## config.mk

```make
export PLATFORM = sky130hd
export DESIGN_NAME = hazard_control_unit
export DESIGN_NICKNAME = d
export VERILOG_FILES = /design/src/rtl/riscv_pipe_pkg.sv /design/src/rtl/fwd_select.sv /design/src/rtl/hazard_control_unit.sv
export SDC_FILE = /design/constraint.sdc
export NUM_CORES = 1
export LEC_CHECK = 0
export CAP_MARGIN = 15
export CORE_MARGIN = 1
export CORE_UTILIZATION = 42
export CTS_BUF_LIST = sky130_fd_sc_hd__clkbuf_2
export DETAILED_ROUTE_END_ITERATION = 6
export PLACE_DENSITY = 0.88
export SYNTH_ARGS = -nofsm -noshare
export SYNTH_HDL_FRONTEND = slang
export SYNTH_SLANG_ARGS = --single-unit
```

## constraint.sdc

```tcl
create_clock -name clk -period 3.1 [get_ports clk]
set_clock_uncertainty 0.15 [all_clocks]
set_input_delay 0.31 -clock clk [delete_from_list [all_inputs] [get_ports clk]]
set_output_delay 0.31 -clock clk [all_outputs]
set_load 0.05 [all_outputs]
```

## src/rtl/riscv_pipe_pkg.sv

```systemverilog
// Shared pipeline types and constants for the hazard/forwarding logic.
// Imported by the hazard control unit and its forwarding selectors.
package riscv_pipe_pkg;

  localparam int REG_AW_DEF = 5;

  typedef enum logic [1:0] {
    IDLE      = 2'd0,
    LOAD_WAIT = 2'd1,
    MD_BUSY   = 2'd2
  } hz_state_t;

  localparam logic [1:0] FWD_NONE = 2'b00;
  localparam logic [1:0] FWD_WB   = 2'b01;
  localparam logic [1:0] FWD_MEM  = 2'b10;

endpackage

```

## src/rtl/fwd_select.sv

```systemverilog
// Operand forwarding select for one EX source register.
// The youngest producer (EX/MEM) beats the older one (MEM/WB).
module fwd_select
  import riscv_pipe_pkg::*;
#(
  parameter int REG_AW = REG_AW_DEF
) (
  input  logic [REG_AW-1:0] rs,
  input  logic              wr_mem,
  input  logic [REG_AW-1:0] rd_mem,
  input  logic              wr_wb,
  input  logic [REG_AW-1:0] rd_wb,
  output logic [1:0]        sel
);

  logic hit_mem;
  logic hit_wb;

  assign hit_mem = wr_mem && (rd_mem != '0) && (rd_mem == rs);
  assign hit_wb  = wr_wb && (rd_wb != '0) && (rd_wb == rs);

  always_comb begin
    sel = FWD_NONE;
    if (hit_mem)
      sel = FWD_MEM;
    else if (hit_wb)
      sel = FWD_WB;
  end

endmodule

```

## src/rtl/hazard_control_unit.sv

```systemverilog
// Pipeline hazard control: load-use and mul/div stalls, branch
// flush, and EX operand forwarding selects.
module hazard_control_unit
  import riscv_pipe_pkg::*;
#(
  parameter int REG_AW   = REG_AW_DEF,
  parameter int LOAD_LAT = 1,
  parameter int MD_LAT   = 4
) (
  input  logic              clk,
  input  logic              reset,
  input  logic              memRead_ID_EX,
  input  logic [REG_AW-1:0] rd_ID_EX,
  input  logic [REG_AW-1:0] rs1_IF_ID,
  input  logic [REG_AW-1:0] rs2_IF_ID,
  input  logic [REG_AW-1:0] rs1_ID_EX,
  input  logic [REG_AW-1:0] rs2_ID_EX,
  input  logic              regWrite_EX_MEM,
  input  logic [REG_AW-1:0] rd_EX_MEM,
  input  logic              regWrite_MEM_WB,
  input  logic [REG_AW-1:0] rd_MEM_WB,
  input  logic              md_start,
  input  logic              branch_taken,
  output logic              stall,
  output logic              bubble,
  output logic              ex_hold,
  output logic              flush,
  output logic [1:0]        fwdA,
  output logic [1:0]        fwdB,
  output logic              md_busy
);

  localparam logic [4:0] LD_CNT =
    5'((LOAD_LAT > 1) ? LOAD_LAT - 2 : 0);
  localparam logic [4:0] MD_CNT = 5'(MD_LAT - 2);

  hz_state_t  state;
  hz_state_t  nxt_state;
  logic [4:0] cnt;
  logic [4:0] nxt_cnt;

  logic load_use;
  logic stall_c;
  logic bubble_c;
  logic ex_hold_c;
  logic flush_c;
  logic busy_c;
  logic [1:0] fa;
  logic [1:0] fb;

  assign load_use = memRead_ID_EX && (rd_ID_EX != '0) &&
                    ((rd_ID_EX == rs1_IF_ID) ||
                     (rd_ID_EX == rs2_IF_ID));

  always_comb begin
    nxt_state = state;
    nxt_cnt   = cnt;
    stall_c   = 1'b0;
    bubble_c  = 1'b0;
    ex_hold_c = 1'b0;
    flush_c   = 1'b0;
    busy_c    = 1'b0;
    unique case (state)
      IDLE: begin
        if (branch_taken) begin
          flush_c = 1'b1;
        end else if (md_start) begin
          stall_c   = 1'b1;
          ex_hold_c = 1'b1;
          busy_c    = 1'b1;
          nxt_state = MD_BUSY;
          nxt_cnt   = MD_CNT;
        end else if (load_use) begin
          stall_c  = 1'b1;
          bubble_c = 1'b1;
          if (LOAD_LAT > 1) begin
            nxt_state = LOAD_WAIT;
            nxt_cnt   = LD_CNT;
          end
        end
      end
      LOAD_WAIT: begin
        if (branch_taken) begin
          flush_c   = 1'b1;
          nxt_state = IDLE;
          nxt_cnt   = '0;
        end else begin
          stall_c  = 1'b1;
          bubble_c = 1'b1;
          if (cnt == '0)
            nxt_state = IDLE;
          else
            nxt_cnt = cnt - 5'd1;
        end
      end
      MD_BUSY: begin
        // a branch cannot be resolving while EX is held
        stall_c   = 1'b1;
        ex_hold_c = 1'b1;
        busy_c    = 1'b1;
        if (cnt == '0)
          nxt_state = IDLE;
        else
          nxt_cnt = cnt - 5'd1;
      end
      default: begin
        nxt_state = IDLE;
        nxt_cnt   = '0;
      end
    endcase
  end

  always_ff @(posedge clk or negedge reset) begin
    if (!reset) begin
      state <= IDLE;
      cnt   <= '0;
    end else begin
      state <= nxt_state;
      cnt   <= nxt_cnt;
    end
  end

  fwd_select #(.REG_AW(REG_AW)) u_fwd_a (
    .rs     (rs1_ID_EX),
    .wr_mem (regWrite_EX_MEM),
    .rd_mem (rd_EX_MEM),
    .wr_wb  (regWrite_MEM_WB),
    .rd_wb  (rd_MEM_WB),
    .sel    (fa)
  );

  fwd_select #(.REG_AW(REG_AW)) u_fwd_b (
    .rs     (rs2_ID_EX),
    .wr_mem (regWrite_EX_MEM),
    .rd_mem (rd_EX_MEM),
    .wr_wb  (regWrite_MEM_WB),
    .rd_wb  (rd_MEM_WB),
    .sel    (fb)
  );

  assign stall   = reset && stall_c;
  assign bubble  = reset && bubble_c;
  assign ex_hold = reset && ex_hold_c;
  assign flush   = reset && flush_c;
  assign md_busy = reset && busy_c;
  assign fwdA    = reset ? fa : FWD_NONE;
  assign fwdB    = reset ? fb : FWD_NONE;

endmodule

```

# [After elaboration in Yosys (flattened, before gate mapping)]
# Cells that the tools add are included.
[word_totals] wordCells=62 output_inout_bits=9 register_bits=7 mem_count=0 latch_bits=0 mem_bits_rw=0 inputBits=42 mem_bits_ro=0
[op_classes] div_mod_pow=0 magnitude_cmp=0 mux=29 n_reduce_logical=20 eq_ne=10 add_sub_neg=1 multipliers=0 bitwise_logic=0 shifts=0
[op_table] cell="$eq A5 B5 Y1" n=6
[op_table] cell="$mux W5" n=4
[op_table] cell="$mux W2" n=8
[op_table] cell="$pmux W5 S3" n=1
[op_table] cell="$reduce_bool A5 Y1" n=3
[op_table] cell="$logic_and A1 B1 Y1" n=12
[op_table] cell="$mux W1" n=12
[op_table] cell="$pmux W2 S3" n=1
[op_table] cell="$logic_not A5 Y1" n=1
[op_table] cell="$sub A5 B1 Y5 const B" n=1
[op_table] cell="$ne A2 B2 Y1 const B" n=2
[op_table] cell="$pmux W1 S2" n=2
[op_table] cell="$pmux W1 S3" n=1
[op_table] cell="$eq A2 B1 Y1 const B" n=1
[op_table] cell="$eq A2 B2 Y1 const B" n=1
[op_table] cell="$logic_not A2 Y1" n=1
[op_table] cell="$reduce_and A2 Y1" n=1
[op_table] cell="$reduce_or A2 Y1" n=1
[op_table] cell="$logic_or A1 B1 Y1" n=1

# [Longest topological paths before layout]
[depth] ltp_word=8 mapped_depth=6 mapped_depth_nobuf=6

# [Hierarchy]
# Synthesis repeated with hierarchy kept, for this count alone.
[hier_totals] hier_cells=113 area_unflattened_um2=937.1
[by_module_without_submodules] module="hazard_control_unit" instances=1 area_each_um2=619.3 cells_per_inst=71 seq_area_each_um2=175.2
[by_module_without_submodules] module="fwd_select" instances=2 area_each_um2=158.9 cells_per_inst=21 seq_area_each_um2=0.0

# [Worst setup path after synthesis]
# No wires, ideal clock.
[synth_timing] path_type="input to output" startpoint="input port rd_ID_EX[3]" endpoint="output port bubble" path_slack_ns=0.238 cell_stages=4 path_buffers=0 t_arrival_ns=2.402 cell_sequence="xor2_1 > nor3_1 > a22oi_1 > o41ai_1"
[synth_between] elab_chain_len=8 word_cells_on_any_way=11 classes_between="eq/ne: 2; mux: 4; reduce/logical: 5"
[synth_lines] item="start, declared" line="hazard_control_unit.sv:13" text="input logic [REG_AW-1:0] rd_ID_EX,"
[synth_lines] item="$eq A5 B5 Y1 (tied with other cells)" line="hazard_control_unit.sv:52" text="((rd_ID_EX == rs1_IF_ID) ||"
[synth_lines] item="$logic_or A1 B1 Y1 or $logic_and A1 B1 Y1 (tied branches)" line="hazard_control_unit.sv:52, hazard_control_unit.sv:51"
[synth_lines] item="$logic_and A1 B1 Y1 (*)" line="hazard_control_unit.sv:51" text="assign load_use = memRead_ID_EX && (rd_ID_EX != '0) &&"
[synth_lines] item="$mux W1 (*)" line="hazard_control_unit.sv:73" text="end else if (load_use) begin"
[synth_lines] item="$mux W1 (*)" line="hazard_control_unit.sv:67" text="end else if (md_start) begin"
[synth_lines] item="$mux W1 (*)" line="hazard_control_unit.sv:65" text="if (branch_taken) begin"
[synth_lines] item="$pmux W1 S2 (*)" line="hazard_control_unit.sv:63" text="unique case (state)"
[synth_lines] item="$logic_and A1 B1 Y1 (*)" line="hazard_control_unit.sv:142" text="assign bubble = reset && bubble_c;"
[synth_lines] item="end, declared" line="hazard_control_unit.sv:25" text="output logic bubble,"
# Mark *: on every way between the ends. The rest lies on a longest branch, timed or not.

# [Worst setup path in the final report]
[layout_timing] startpoint="input port rd_EX_MEM[0]" endpoint="output port fwdA[0]"
[layout_between] elab_chain_len=5 word_cells_on_any_way=6 classes_between="eq/ne: 1; mux: 2; reduce/logical: 3"
[layout_lines] item="start, declared" line="hazard_control_unit.sv:19" text="input logic [REG_AW-1:0] rd_EX_MEM,"
[layout_lines] item="$reduce_bool A5 Y1" line="fwd_select.sv:19" text="assign hit_mem = wr_mem && (rd_mem != '0) && (rd_mem == rs);"
[layout_lines] item="$logic_and A1 B1 Y1" line="fwd_select.sv:19"
[layout_lines] item="$logic_and A1 B1 Y1 (*)" line="fwd_select.sv:19"
[layout_lines] item="$mux W2 (*)" line="fwd_select.sv:24" text="if (hit_mem)"
[layout_lines] item="$mux W2 (*)" line="hazard_control_unit.sv:146" text="assign fwdA = reset ? fa : FWD_NONE;"
[layout_lines] item="end, declared" line="hazard_control_unit.sv:28" text="output logic [1:0] fwdA,"
# Marked as above.

==> run_results.csv <==
group,metric,value,unit
worst_setup_path,slowest_delay,0.56,ns
worst_setup_path,path_class,"input port to output pin",
worst_setup_path,cp_slowest_cell,"or4_1",
final_layout,seqCellArea,175,µm²
synth,synth_top_area_frac,0.244,
grt,grt_max_degree,10,
detailed_routing,drcViolationCount,0,
floorplan,start_util,0.444,
timing,period_minus_slack,2.63,ns
synth,ys_ff_latch,7,
power,worst_ir_drop_vdd,0.227,mV
final_layout,final_cell_area,1430,µm²
detailed_routing,drt-pass1-iter-count,4,
synth,synth_fp_nets,144,
clock_network,cts_buffers,3,
worst_setup_path,cp.required,2.64,ns
clock_network,postCtsSetupBuffers,0,
worst_setup_path,path_cells,"clkdlybuf4s50_1 -> or4_1 -> o21ai_2 -> nor4_1 -> nor4_2 -> buf_12",
detailed_routing,final_antenna_net_count,0,
synth,synth.cell_area,862,µm²
timing,period_share,0.848,
final_layout,fin_nets,198,
floorplan,die_h,47.3,µm
synth,yosysTopAreaCell,"xor2_1",
synth,synth.most_common_cell,"xor2_1",
final_layout,drive_above_1_share,0.130,
worst_setup_path,crit_fanout,3,
job,cap_violations,0,
final_layout,multiInputGateArea,661,µm²
final_layout,final_util,0.736,
worst_setup_path,cp-end-kind,"output pin",
placement,gp_congestion,0.850,
timing,maxSlewHeadroom,0.611,
floorplan,die_area,2240,µm²
hold_path,hp-class,"input port to asynchronous set/reset pin",
power,p_per_area,419,nW/µm²
timing,hold_violations,0,
clock_network,cts.sinks,7,
placement,post-dp-hpwl,2120,µm
timing,maxSlewViolCount,0,
clock_network,cts_buffer_depth,2,
clock_network,clock_latency,0.24,ns
synth,yosys_warnings,0,
detailed_routing,routed_wl,2330,µm
floorplan,core_area,1940,µm²
outcome,outcome,"completed",
detailed_routing,viasPerCell,5.14,
synth,ys.flop_type,"dfrtp_1",
clock_network,cts_hold_buf,0,
grt,grt.total_usage,0.233,
placement,place.port_buffers,50,
synth,syn-instance-count,101,
timing,tightest_slew,0.576,ns
synth,synth_common_cells,"24 x xor2_1, 8 x nor2_1, 7 x dfrtp_1, 7 x xnor2_1, 6 x or4_1",
timing,fmax,380,MHz
clock_network,root_buffer,"clkbuf_2",
grt,grt_pass1_wl,3700,µm
worst_setup_path,crit_arrival,2.17,ns
floorplan,ios,51,
synth,ys_seq_area_frac,0.203,
grt,overflow,0,
detailed_routing,via_count,930,
clock_network,htree_levels,1,
detailed_routing,drt_iter0_drc,19,
clock_network,cts_tree,"built",
final_layout,fillerInstances,143,
synth,synth_edf_count,0,
synth,ys_top_cells_by_area,"xor2_1 24%, dfrtp_1 20%, xnor2_1 7.1%",
timing,rsz0062_at_grt,"no",
detailed_routing,wl_per_cell,12.9,µm
timing,fin_setup_tns,0,ns
floorplan,row_count,16,
clock_network,cts_resized,0,
synth,synth.distinct_cells,34,
synth,synthArstFlopShare,1.00,
clock_network,clk_pin_slew_worst_paths,0.07,ns
final_layout,areaGrowthSynthToFinish,65.9,%
final_layout,diodes,0,
worst_setup_path,cp-start-kind,"input port",
synth,syn_area_per_cell,8.54,µm²
grt,antenna_found_initial,0,
timing,final-setup-viol-count,0,
power,p_leak,0.579,nW
floorplan,die_w,47.3,µm
grt,grt_pass1_vias,920,
placement,placed_area,1410,µm²
-- cells in the final DEF, fill, tap and decap left out, types with 2 or more instances in the layout --
cell,Yosys,routed
a211oi_1,2,2
a21o_1,2,2
and2_2,2,2
buf_12,0,3
buf_4,1,6
clkbuf_2,0,3
clkdlybuf4s50_1,0,42
dfrtp_1,7,7
inv_1,4,4
nand2_1,4,4
nand2b_1,2,2
nand3_1,2,2
nor2_1,8,8
nor3_1,4,4
nor4_1,2,2
nor4_2,2,2
o211ai_1,2,2
o21ai_0,2,2
o31ai_1,3,3
or4_1,6,6
xnor2_1,7,7
xor2_1,24,24
-- where the power goes --
group | internal, W | leakage (nW) | switching, W
Combinational | 0.000182 | 0.474 | 0.000188
Clock | 0.0000292 | 0.0164 | 0.0000347
Sequential | 0.000123 | 0.0881 | 0.0000419
-- path summary, 6_finish.rpt --
path | slack, ns | cells after the start | startpoint | endpoint
worst min register to register | 0.40 | 1 | cnt[4] | cnt[4]
worst max register to register | 1.42 | 5 | cnt[0] | cnt[0]
worst min-delay path | 0.13 | 1 | reset | cnt[2]
worst max-delay path | 0.47 | 6 | rd_EX_MEM[0] | fwdA[0]
max in group asynchronous | 2.32 | 2 | reset | cnt[3]
min in group clk | 0.40 | 1 | cnt[4] | cnt[4]
-- critical path: cells and delay by family --
kind	cells	cell delay, ns
buffers and inverters	2	0.65
and+or+nand+nor	3	1.05
AOI/OAI and AO/OA	1	0.15
-- per-stage QoR --
stage	hold WS [ns]	cells	worst slack [ns]	power, W
2_1_floorplan	-0.136	101	0.238	0.000407
5_1_grt	0.129	181	0.376	0.000645
4_1_cts	0.138	181	0.449	0.000602
6_report	0.133	181	0.470	0.000599
3_3_place_gp	0.361	177	0.549	0.000525
3_5_place_dp	0.387	177	0.445	0.000537
-- metal layers --
layer	vias up	track usage	share of wire
li1	470	-	-
met1	414	0.255	0.38
met2	39	0.463	0.55
met3	7	0.0269	0.047
met4	0	0.0571	0.017
met5	-	0	0
-- area by class of cell --
type	instances	share of cell area
Timing Repair Buffer	51	0.367
Clock inverter	1	0.00350
Inverter	4	0.0105
Tap cell	27	0.0236
Clock buffer	3	0.0105
Sequential cell	7	0.122
Multi-Input combinational cell	88	0.462
-- flip-flops by register name, indices dropped and copies added, names as in the netlist --
register and cells:
state 2, cnt 5
-- kinds of logic after synthesis --
group	synth area share
adder cells (fa/ha/maj)	0.0145
XOR/XNOR	0.315
AO/OA/AOI/OAI	0.158
buffers and inverters	0.0305
AND/OR/NAND/NOR	0.279
flip-flops	0.203
Note: power is estimated with default switching activity, not from simulation.
